File: config.mk
export PLATFORM = sky130hd
export DESIGN_NAME = ascon_permutation_engine
export DESIGN_NICKNAME = d
export VERILOG_FILES = /design/src/rtl/ascon_pack.sv /design/src/rtl/ascon_permutation_engine_round.sv /design/src/rtl/ascon_permutation_engine.sv
export SDC_FILE = /design/constraint.sdc
export NUM_CORES = 2
export LEC_CHECK = 0
export ABC_AREA = 0
export BUFFER_PORTS_ARGS = -buffer_cell sky130_fd_sc_hd__buf_2
export CAP_MARGIN = 25
export CORE_AREA = 5 5 398 400
export CTS_BUF_LIST = sky130_fd_sc_hd__clkbuf_8
export DETAILED_ROUTE_END_ITERATION = 8
export DIE_AREA = 0 0 403 405
export HOLD_SLACK_MARGIN = 0.02
export PLACE_DENSITY_LB_ADDON = 0.05
export SYNTH_ARGS = -nofsm -noshare
export SYNTH_HDL_FRONTEND = slang
export SYNTH_SLANG_ARGS = --single-unit
File: constraint.sdc
create_clock -name clock_i -period 4.11 [get_ports clock_i]
set_input_delay 0.2055 -clock clock_i [delete_from_list [all_inputs] [get_ports clock_i]]
set_output_delay 0.2055 -clock clock_i [all_outputs]
set_load 0.03 [all_outputs]
File: src/rtl/ascon_pack.sv
`default_nettype none
// ============================================================================
// Module      : ascon_pack (package)
// Description : Shared types and helpers for the Ascon permutation engine.
//               - type_state  : 320-bit state, index 0 = x0 ... index 4 = x4
//               - fsm_state_t : engine controller states
//               - mode / pre-XOR / post-XOR encodings
//               - round_const : round constant for a given round index
//               - rotr64      : 64-bit rotate right
// Revision    : 1.0 - initial release
// ============================================================================
package ascon_pack;

    typedef logic [4:0][63:0] type_state;

    typedef enum logic [0:0] {
        IDLE = 1'b0,
        RUN  = 1'b1
    } fsm_state_t;

    localparam int c_pa_rounds = 12;

    // mode_i encoding
    localparam logic c_mode_pa = 1'b0;
    localparam logic c_mode_pb = 1'b1;

    // etat_up_i encoding (applied before the first round)
    localparam logic [1:0] c_up_none     = 2'b00;
    localparam logic [1:0] c_up_data     = 2'b01;
    localparam logic [1:0] c_up_data_key = 2'b10;
    localparam logic [1:0] c_up_dsep     = 2'b11;

    // etat_down_i encoding (applied after the last round)
    localparam logic [1:0] c_down_none   = 2'b00;
    localparam logic [1:0] c_down_key    = 2'b01;
    localparam logic [1:0] c_down_dsep   = 2'b10;
    localparam logic [1:0] c_down_rsvd   = 2'b11;

    // ((15 - r) << 4) | r for r in 0..11
    function automatic logic [7:0] round_const(input logic [3:0] r);
        return {4'hf - r, r};
    endfunction

    function automatic logic [63:0] rotr64(input logic [63:0] x, input int unsigned n);
        return (x >> n) | (x << (64 - n));
    endfunction

endpackage
`default_nettype wire

File: src/rtl/ascon_permutation_engine_round.sv
`default_nettype none
// ============================================================================
// Module      : ascon_round
// Description : One combinational Ascon round: constant addition (p_C),
//               bitsliced 5-bit S-box layer (p_S) and linear diffusion (p_L).
// Ports       : state_i  - state entering the round
//               round_i  - round index 0..11 selecting the constant
//               state_o  - state leaving the round
// Revision    : 1.0 - initial release
// ============================================================================
module ascon_round
    import ascon_pack::*;
(
    input  type_state  state_i,
    input  logic [3:0] round_i,
    output type_state  state_o
);

    logic [63:0] w_a0, w_a1, w_a2, w_a3, w_a4;
    logic [63:0] w_b0, w_b1, w_b2, w_b3, w_b4;
    logic [63:0] w_s0, w_s1, w_s2, w_s3, w_s4;

    always_comb begin
        // p_C folded into the x2 input of the S-box
        w_a0 = state_i[0] ^ state_i[4];
        w_a1 = state_i[1];
        w_a2 = {state_i[2][63:8], state_i[2][7:0] ^ round_const(round_i)} ^ state_i[1];
        w_a3 = state_i[3];
        w_a4 = state_i[4] ^ state_i[3];

        // chi-like nonlinear core
        w_b0 = w_a0 ^ (~w_a1 & w_a2);
        w_b1 = w_a1 ^ (~w_a2 & w_a3);
        w_b2 = w_a2 ^ (~w_a3 & w_a4);
        w_b3 = w_a3 ^ (~w_a4 & w_a0);
        w_b4 = w_a4 ^ (~w_a0 & w_a1);

        // output mixing of the S-box
        w_s0 = w_b0 ^ w_b4;
        w_s1 = w_b1 ^ w_b0;
        w_s2 = ~w_b2;
        w_s3 = w_b3 ^ w_b2;
        w_s4 = w_b4;
    end

    assign state_o[0] = w_s0 ^ rotr64(w_s0, 19) ^ rotr64(w_s0, 28);
    assign state_o[1] = w_s1 ^ rotr64(w_s1, 61) ^ rotr64(w_s1, 39);
    assign state_o[2] = w_s2 ^ rotr64(w_s2,  1) ^ rotr64(w_s2,  6);
    assign state_o[3] = w_s3 ^ rotr64(w_s3, 10) ^ rotr64(w_s3, 17);
    assign state_o[4] = w_s4 ^ rotr64(w_s4,  7) ^ rotr64(w_s4, 41);

endmodule
`default_nettype wire

File: src/rtl/ascon_permutation_engine.sv
`default_nettype none
// ============================================================================
// Module      : ascon_permutation_engine
// Description : Iterative Ascon permutation (p_a = 12 rounds, p_b =
//               PB_ROUNDS rounds) computing UNROLL rounds per clock, with
//               optional pre-XOR on the first iteration and post-XOR on the
//               last, plus cipher/tag capture registers.
// Ports       : clock_i, reset_i          - clock, sync active-high reset
//               start_i / ready_o         - request / idle handshake
//               mode_i, load_i            - p_a/p_b select, state source
//               state_i, key_i, data_i    - external state, key, data block
//               etat_up_i, etat_down_i    - pre-/post-XOR selects
//               capture_cipher_i/_tag_i   - capture requests
//               state_o                   - registered state
//               cipher_o/_valid_o         - x0 after pre-XOR, sticky valid
//               tag_o/_valid_o            - {x3,x4} after post-XOR, sticky
//               done_o                    - one-cycle completion pulse
// Revision    : 1.0 - initial release
// ============================================================================
module ascon_permutation_engine
    import ascon_pack::*;
#(
    parameter int UNROLL    = 1,
    parameter int PB_ROUNDS = 6
) (
    input  logic         clock_i,
    input  logic         reset_i,
    input  logic         start_i,
    output logic         ready_o,
    input  logic         mode_i,
    input  logic         load_i,
    input  type_state    state_i,
    input  logic [127:0] key_i,
    input  logic [63:0]  data_i,
    input  logic [1:0]   etat_up_i,
    input  logic [1:0]   etat_down_i,
    input  logic         capture_cipher_i,
    input  logic         capture_tag_i,
    output type_state    state_o,
    output logic [63:0]  cipher_o,
    output logic         cipher_valid_o,
    output logic [127:0] tag_o,
    output logic         tag_valid_o,
    output logic         done_o
);

    generate
        if ((UNROLL != 1 && UNROLL != 2 && UNROLL != 3 && UNROLL != 6) ||
            (PB_ROUNDS != 6 && PB_ROUNDS != 8) ||
            (c_pa_rounds % UNROLL != 0) || (PB_ROUNDS % UNROLL != 0)) begin : g_param_check
            $error("ascon_permutation_engine: UNROLL must divide both 12 and PB_ROUNDS");
        end
    endgenerate

    localparam logic [3:0] c_unroll    = 4'(UNROLL);
    localparam logic [3:0] c_pa_steps  = 4'(c_pa_rounds / UNROLL);
    localparam logic [3:0] c_pb_steps  = 4'(PB_ROUNDS / UNROLL);
    localparam logic [3:0] c_pb_first  = 4'(c_pa_rounds - PB_ROUNDS);

    fsm_state_t   r_fsm, w_fsm_next;
    logic         r_mode;
    logic [1:0]   r_down;
    logic         r_cap_tag;
    logic [3:0]   r_iter;
    type_state    r_state;
    logic [63:0]  r_cipher;
    logic         r_cipher_valid;
    logic [127:0] r_tag;
    logic         r_tag_valid;
    logic         r_done;

    logic         w_accept, w_busy, w_last;
    logic         w_mode, w_cap_tag;
    logic [1:0]   w_down;
    logic [3:0]   w_iter, w_steps, w_round_base;
    type_state    w_src, w_pre, w_round_in, w_round_out, w_post;

    // On the accept edge the first iteration is already computed, so the
    // latched controls are bypassed by the live inputs during that cycle.
    assign w_accept     = (r_fsm == IDLE) && start_i;
    assign w_busy       = w_accept || (r_fsm == RUN);
    assign w_mode       = w_accept ? mode_i        : r_mode;
    assign w_down       = w_accept ? etat_down_i   : r_down;
    assign w_cap_tag    = w_accept ? capture_tag_i : r_cap_tag;
    assign w_iter       = w_accept ? 4'd0          : r_iter;
    assign w_steps      = (w_mode == c_mode_pa) ? c_pa_steps : c_pb_steps;
    assign w_last       = (w_iter == w_steps - 4'd1);
    assign w_round_base = ((w_mode == c_mode_pb) ? c_pb_first : 4'd0) + w_iter * c_unroll;

    always_comb begin
        w_src = load_i ? state_i : r_state;
        w_pre = w_src;
        case (etat_up_i)
            c_up_none: ;
            c_up_data: w_pre[0] = w_src[0] ^ data_i;
            c_up_data_key: begin
                w_pre[0] = w_src[0] ^ data_i;
                w_pre[1] = w_src[1] ^ key_i[127:64];
                w_pre[2] = w_src[2] ^ key_i[63:0];
            end
            c_up_dsep: w_pre[4] = w_src[4] ^ 64'd1;
            default: ;
        endcase
    end

    assign w_round_in = w_accept ? w_pre : r_state;

    // Round chain: stage k uses round index base + k
    for (genvar k = 0; k < UNROLL; k++) begin : g_round
        type_state w_in, w_out;
        if (k == 0) begin : g_head
            assign w_in = w_round_in;
        end else begin : g_link
            assign w_in = g_round[k-1].w_out;
        end
        ascon_round u_round (
            .state_i (w_in),
            .round_i (w_round_base + 4'(k)),
            .state_o (w_out)
        );
    end

    assign w_round_out = g_round[UNROLL-1].w_out;

    always_comb begin
        w_post = w_round_out;
        if (w_last) begin
            case (w_down)
                c_down_none: ;
                c_down_key: begin
                    w_post[3] = w_round_out[3] ^ key_i[127:64];
                    w_post[4] = w_round_out[4] ^ key_i[63:0];
                end
                c_down_dsep: w_post[4] = w_round_out[4] ^ 64'd1;
                c_down_rsvd: ;
                default: ;
            endcase
        end
    end

    // Controller
    always_ff @(posedge clock_i) begin
        if (reset_i) begin
            r_fsm <= IDLE;
        end else begin
            r_fsm <= w_fsm_next;
        end
    end

    always_comb begin
        w_fsm_next = r_fsm;
        case (r_fsm)
            IDLE: if (start_i && !w_last) w_fsm_next = RUN;
            RUN:  if (w_last)             w_fsm_next = IDLE;
            default: w_fsm_next = IDLE;
        endcase
    end

    // Datapath and capture registers
    always_ff @(posedge clock_i) begin
        if (reset_i) begin
            r_mode         <= 1'b0;
            r_down         <= 2'b00;
            r_cap_tag      <= 1'b0;
            r_iter         <= 4'd0;
            r_state        <= '0;
            r_cipher       <= '0;
            r_cipher_valid <= 1'b0;
            r_tag          <= '0;
            r_tag_valid    <= 1'b0;
            r_done         <= 1'b0;
        end else begin
            r_done <= w_busy && w_last;
            if (w_busy) begin
                r_state <= w_post;
                r_iter  <= w_iter + 4'd1;
            end
            if (w_accept) begin
                r_mode         <= mode_i;
                r_down         <= etat_down_i;
                r_cap_tag      <= capture_tag_i;
                r_cipher_valid <= capture_cipher_i;
                if (capture_cipher_i) begin
                    r_cipher <= w_pre[0];
                end
                if (!capture_tag_i) begin
                    r_tag_valid <= 1'b0;
                end
            end
            // Later assignment wins when accept and last coincide
            if (w_busy && w_last && w_cap_tag) begin
                r_tag       <= {w_post[3], w_post[4]};
                r_tag_valid <= 1'b1;
            end
        end
    end

    assign ready_o        = (r_fsm == IDLE);
    assign state_o        = r_state;
    assign cipher_o       = r_cipher;
    assign cipher_valid_o = r_cipher_valid;
    assign tag_o          = r_tag;
    assign tag_valid_o    = r_tag_valid;
    assign done_o         = r_done;

endmodule
`default_nettype wire
* Word level (Yosys, flattened, before mapping)
Index checks and enable logic that the tools add are counted.
Word-level totals: register bits after elaboration 524, bits in latches 0, bits in writable memories 0, memory bits (read-only) 0, bits of input ports 523, output and inout port bits 516, word-level logic and storage cells 107, memories 0
Cells by class: add/sub/neg operators 4, multiply operators 0, div/mod/pow operators 0, $lt $le $gt $ge 0, equal/unequal tests 7, shift operators 0, mux-type cells 20, bitwise gates (word level) 51, reductions and logical operators 10
Operators by type and width (count):
- XOR 64 bit | 26
- 2-to-1 mux 320 bit | 2
- NOT 64 bit | 6
- bitwise AND 64 bit | 5
- 2-to-1 mux 128 bit | 2
- 2-to-1 mux 64 bit | 2
- one-hot mux 64 bit (2 select lines) | 1
- bitwise OR 23 x 64 -> 64 bit | 1
- bitwise OR 25 x 64 -> 64 bit | 1
- bitwise OR 3 x 64 -> 64 bit | 1
- bitwise OR 36 x 64 -> 64 bit | 1
- bitwise OR 45 x 64 -> 64 bit | 1
- bitwise OR 47 x 64 -> 64 bit | 1
- bitwise OR 54 x 64 -> 64 bit | 1
- bitwise OR 57 x 64 -> 64 bit | 1
- bitwise OR 58 x 64 -> 64 bit | 1
- bitwise OR 63 x 64 -> 64 bit | 1
- 2-to-1 mux 1 bit | 8
- 2-to-1 mux 4 bit | 2
- XOR 8 bit | 1
- equality test 2 bit, second input constant | 3
- adder 3 x 4 -> 4 bit | 1
- adder 4 x 1 -> 4 bit, second input constant | 1
- equality test 2 x 1 -> 1 bit, second input constant | 2
- other kinds (14) | 20

* Depth between registers and ports, before layout
depth in word-level cells 16, depth in mapped cells 20, mapped depth without buffers 15

* By module
From an unflattened synthesis, not the netlist that was laid out.
Unflattened totals: cell total of the unflattened synthesis 5818, area total of the unflattened synthesis 48913.2 um2
Modules (own cells, without submodules):
- ascon_permutation_engine | instances 1, cells an instance 4257, area an instance 32441.1 um2, sequential area each 10490.1 um2
- ascon_round | instances 1, cells an instance 1561, area an instance 16472.0 um2, sequential area each 0.0 um2

* Least setup slack after synthesis
OpenSTA, ideal clock, no wires.
kind input to register, from in etat_up_i[0], to reg r_state (netlist bit state_o[126]), setup time 0.070 ns, arrival time 3.976 ns, data required time 4.040 ns, slack 0.063 ns, stages 17, buffers on the path 7, path through inv_1 > ha_1 > buf_2 > clkbuf_1 > buf_1 > clkbuf_1 > clkbuf_1 > clkbuf_1 > clkbuf_1 > a31oi_1 > ha_1 > nor2b_1 > xnor2_1 > xnor3_1 > xnor2_1 > mux2_2 > a21oi_1
Between the ends: cells in the longest elaborated chain, start to end 11, elaborated cells between the ends (all ways) 19, classes of those cells eq/ne (2); mux (3); bitwise (13); reduce/logical (1)
Ends and longest elaborated chain:
- start: declaration | RTL line ascon_permutation_engine.sv:35 | input logic [1:0] etat_up_i,
- equality test 2 bit | RTL line ascon_permutation_engine.sv:93 | case (etat_up_i)
- 2-to-1 mux 128 bit | RTL line ascon_permutation_engine.sv:93
- 2-to-1 mux 320 bit (*) | RTL line ascon_permutation_engine.sv:106 | assign w_round_in = w_accept ? w_pre : r_state;
- XOR 64 bit | RTL line ascon_permutation_engine_round.sv:27 | w_a2 = {state_i[2][63:8], state_i[2][7:0] ^ round_const(round_i)} ^ state_i[1];
- NOT 64 bit | RTL line ascon_permutation_engine_round.sv:33 | w_b1 = w_a1 ^ (~w_a2 & w_a3);
- bitwise AND 64 bit | RTL line ascon_permutation_engine_round.sv:33
- XOR 64 bit | RTL line ascon_permutation_engine_round.sv:33
- XOR 64 bit (*) | RTL line ascon_permutation_engine_round.sv:40 | w_s1 = w_b1 ^ w_b0;
- bitwise OR 3 x 64 -> 64 bit | RTL line ascon_pack.sv:45 | return (x >> n) | (x << (64 - n));
- XOR 64 bit | RTL line ascon_permutation_engine_round.sv:47 | assign state_o[1] = w_s1 ^ rotr64(w_s1, 61) ^ rotr64(w_s1, 39);
- XOR 64 bit (*) | RTL line ascon_permutation_engine_round.sv:47
- end signal: assignment | RTL line ascon_permutation_engine.sv:175 | r_state <= w_post;
- end: declaration | RTL line ascon_permutation_engine.sv:65 | type_state r_state;
Every way passes the cells marked *; elsewhere a longest branch is shown, timed or not. A chain may end at the register's enable or synchronous reset.

* Worst setup path after layout
from reg r_fsm, to reg r_state (netlist bit state_o[304])
Between the ends: cells in the longest elaborated chain, start to end 13, elaborated cells between the ends (all ways) 24, classes of those cells add/sub (1); eq/ne (3); mux (7); bitwise (11); reduce/logical (2)
Ends and longest elaborated chain:
- start: declaration | RTL line ascon_permutation_engine.sv:60 | fsm_state_t r_fsm, w_fsm_next;
- start signal: assignment | RTL line ascon_permutation_engine.sv:146 | r_fsm <= w_fsm_next;
- NOT 1 bit
- logical AND 1 bit | RTL line ascon_permutation_engine.sv:80 | assign w_accept = (r_fsm == IDLE) && start_i;
- 2-to-1 mux 320 bit | RTL line ascon_permutation_engine.sv:106
- XOR 64 bit | RTL line ascon_permutation_engine_round.sv:25 | w_a0 = state_i[0] ^ state_i[4];
- NOT 64 bit | RTL line ascon_permutation_engine_round.sv:36 | w_b4 = w_a4 ^ (~w_a0 & w_a1);
- bitwise AND 64 bit | RTL line ascon_permutation_engine_round.sv:36
- XOR 64 bit | RTL line ascon_permutation_engine_round.sv:36
- bitwise OR 57 x 64 -> 64 bit | RTL line ascon_pack.sv:45
- XOR 64 bit (2 in series) | RTL line ascon_permutation_engine_round.sv:50 | assign state_o[4] = w_s4 ^ rotr64(w_s4, 7) ^ rotr64(w_s4, 41);
- XOR 64 bit | RTL line ascon_permutation_engine.sv:132 | w_post[4] = w_round_out[4] ^ key_i[63:0];
- one-hot mux 64 bit (2 select lines) | RTL line ascon_permutation_engine.sv:128 | case (w_down)
- 2-to-1 mux 128 bit | RTL line ascon_permutation_engine.sv:127 | if (w_last) begin
Parallel ways exist; a longest one is shown, timed or not.

==> results by group <==
Run status
  – Status: finished clean

Route
  – Via count: 51348
  – DRC: 0
  – DR WL/cell: 33.8 um
  – Antenna Violating Nets Remaining: 0
  – Vias per cell: 5.36
  – TritonRoute pass-1 iters: 6
  – Overall routed net length: 324 mm
  – DRT iter0 DRCs: 5552

Finish
  – # fillers: 16124
  – Share of post-route cells with drive strength above 1: 30.9%
  – Commonest non-fill, non-tap cell in the layout: buf_2
  – Reg area: 10500 um^2
  – Most frequent cells in the layout: buf_2 (1036), buf_4 (830), xnor2_1 (727), nand2_1 (554), nor2_1 (526)
  – Area occupied by multi-input gates: 33900 um^2
  – Total Nets Final: 8072
  – Synth-to-Final Area Change: 40.6%

Placed design
  – IO buf count: 1038
  – Final HPWL from detailed placement: 274 mm
  – Routability cong.: 0.999

Yosys
  – Post-synthesis cell count: 5488
  – Top cell type by total area after synthesis: dfxtp_1
  – Seq/Total Area, Yosys: 22.8%
  – Synthesized area per cell: 8.39 um^2
  – Synth Warn #: 0
  – Mux cell area share after synthesis: 9.81%
  – Largest family of logic cells by synthesized area: XOR/XNOR gates
  – Post-synth EDFFs: 0
  – Post-Synthesis Cell Area: 46100 um^2
  – #FFs+latches synth: 524
  – Post-synth top area share: 22.8%
  – Post-synthesis net count: 6146
  – Adder-cell share of the synthesized area: 4.95%
  – Unique masters post-synth: 76
  – Compound-cell area share of the yosys netlist: 16.3%
  – Xor-xnor portion of the synthesized cell area: 27.2%
  – Synth Area in Simple Gates: 14.8%
  – Top cells by area, synth: dfxtp_1 (23%), xnor2_1 (14%), mux2i_1 (7.5%)
  – Top_reg_cell synth: dfxtp_1
  – FFs w/ async S/R, synth: 0%

Global route
  – Vias in the first global route: 48122
  – Top Usage Layer GRT: met2
  – All-Layer GR Usage: 37.8%
  – Initial antenna violation count: 52
  – Met1 Usage GRT: 49.9%
  – Global-route wire length before repair: 424 mm
  – Met2 Resource Use GR: 59.7%
  – Met3 Resource Use GR: 7.11%
  – Total grt overflow: 0
  – Pin count of the biggest net entering global routing: 127

CTS
  – Clock sink count: 524
  – CTS H-tree depth: 3
  – Setup bufs post-CTS: 0
  – Cts bufs inserted: 106
  – Worst-skew pair later-pin latency: 0.86 ns
  – Root buf cell: clkbuf_8
  – Clock transition at path regs: 0.07 ns
  – CTS tree: yes
  – Clk buf depth: 3

STA
  – Fin crit share: 98.1%
  – Final Max Tran Viols: 0
  – Min cycle time layout: 4.03 ns
  – Clock Skew: 0.0296 ns
  – Final setup fails: 0
  – Max frequency: 0.248 GHz
  – RSZ-0062 raised after global routing: no
  – Worst Hold Slack: 0.106 ns
  – Final hold vios: 0
  – Final setup TNS: 0 ns
  – Actual slew at the worst max-slew pin: 0.986 ns
  – Worst rel slew slack: 33.8%

Worst setup path
  – CP Class: reg2reg
  – Critical Path Fanout Max: 36
  – CP Launch Type: flop
  – CP Capture Type: flop
  – Worst EP required: 4.88 ns
  – Worst Path Arrival: 4.80 ns

Flow run
  – Maxcap violations: 0

Floorplanning
  – CORE AREA: 155000 um^2
  – Die Width: 403 um
  – FP Rows: 145
  – Starting density of the core: 29.7%
  – Io pins: 1039
  – Die Area: 163000 um^2
  – Die Span Y: 405 um

Min path
  – Worst hold-check path type: in2reg
[registers in the layout (all words and copies together), names as in the netlist]
register and flops:
r_iter 4, r_fsm 1, done_o 1, cipher_o 64, r_cap_tag 1, state_o 320, r_down 2, tag_o 128
cipher_valid_o 1, r_mode 1, tag_valid_o 1
[synth_stat cells, drive strengths merged, types with 59 or more instances]
cell type,number
nand2,555
nor2b,129
mux2i,345
buf,110
nor2,532
ha,135
a211oi,306
a21oi,418
clkbuf,238
xnor2,762
inv,66
dfxtp,524
mux2,92
xor2,325
xnor3,104
a31oi,75
maj3,59
nor3,65
o21ai,197
[cells by family (layout without fill, tap and decap cells)]
kind of cell | count (synthesis) | in the layout
other | 0 | 29
and+or+nand+nor | 1523 | 1523
AOI/OAI and AO/OA | 1192 | 1192
xor gates and xnor gates | 1204 | 1204
DFF | 524 | 524
buffers and inverters | 414 | 2427
muxes | 437 | 437
adders and majority gates | 194 | 194
[worst paths after layout]
| kind | slack, ns | endpoint | start | depth (start not counted) |
|---|---|---|---|---|
| max | 0.08 | state_o[304]$_SDFFE_PP0N_ | r_fsm$_SDFF_PP0_ | 10 |
| min | 0.11 | tag_o[97]$_SDFFE_PP0P_ | key_i[97] | 6 |
| max reg2reg | 0.08 | state_o[304]$_SDFFE_PP0N_ | r_fsm$_SDFF_PP0_ | 10 |
| min reg2reg | 0.45 | cipher_o[32]$_SDFFE_PP0P_ | cipher_o[32]$_SDFFE_PP0P_ | 2 |
[per-layer routing]
metal	share of wire, %	vias to the layer above
met4	5.4	18
li1	-	22920
met3	7.5	445
met1	43	25569
met5	0.042	-
met2	44	2396
[repair_timing]
| item | CTS | global route |
|---|---|---|
| hold buffers | 213 | 0 |
| resized for setup | 3 | 12 |
| pin swaps | 0 | 0 |
| hold endpoints to repair | 245 | 0 |
| endpoints found under the setup margin | 8 | 29 |
[area by class of cell]
type	instances	share of cell area, %
Timing Repair Buffer	2166	23.6
Tap cell	2058	3.98
Antenna cell	29	0.112
Sequential cell	524	16.2
Clock buffer	137	2.91
Inverter	66	0.383
Multi-Input combinational cell	4550	52.3
Clock inverter	58	0.522
[stage by stage]
| step | instances | setup WS [ns] | area, um^2 | util (%) |
|---|---|---|---|---|
| 2_1_floorplan | 5488 | 0.0632 | 46100 | - |
| 3_3_place_gp | 9151 | -0.325 | 60200 | 38.9 |
| 3_5_place_dp | 9151 | -0.322 | 60200 | 38.9 |
| 4_1_cts | 9559 | 0.00563 | 64600 | 41.7 |
| 5_1_grt | 9575 | 0.0166 | 64700 | 41.8 |
| 6_report | 9588 | 0.0787 | 64800 | 41.8 |
[worst max-delay path: stages, from the launching register on]
cell and delay (ns):
dfxtp_1 0.32, nand3b_1 0.18, buf_12 0.19, buf_12 0.28, buf_4 0.39, mux2_2 0.46
ha_1 0.36, xor2_1 0.53, xnor3_1 0.58, mux2_1 0.37, a211oi_1 0.23
Power is not shown: default switching activity piles up to over one toggle a cycle in this logic, so the estimate is an artifact.
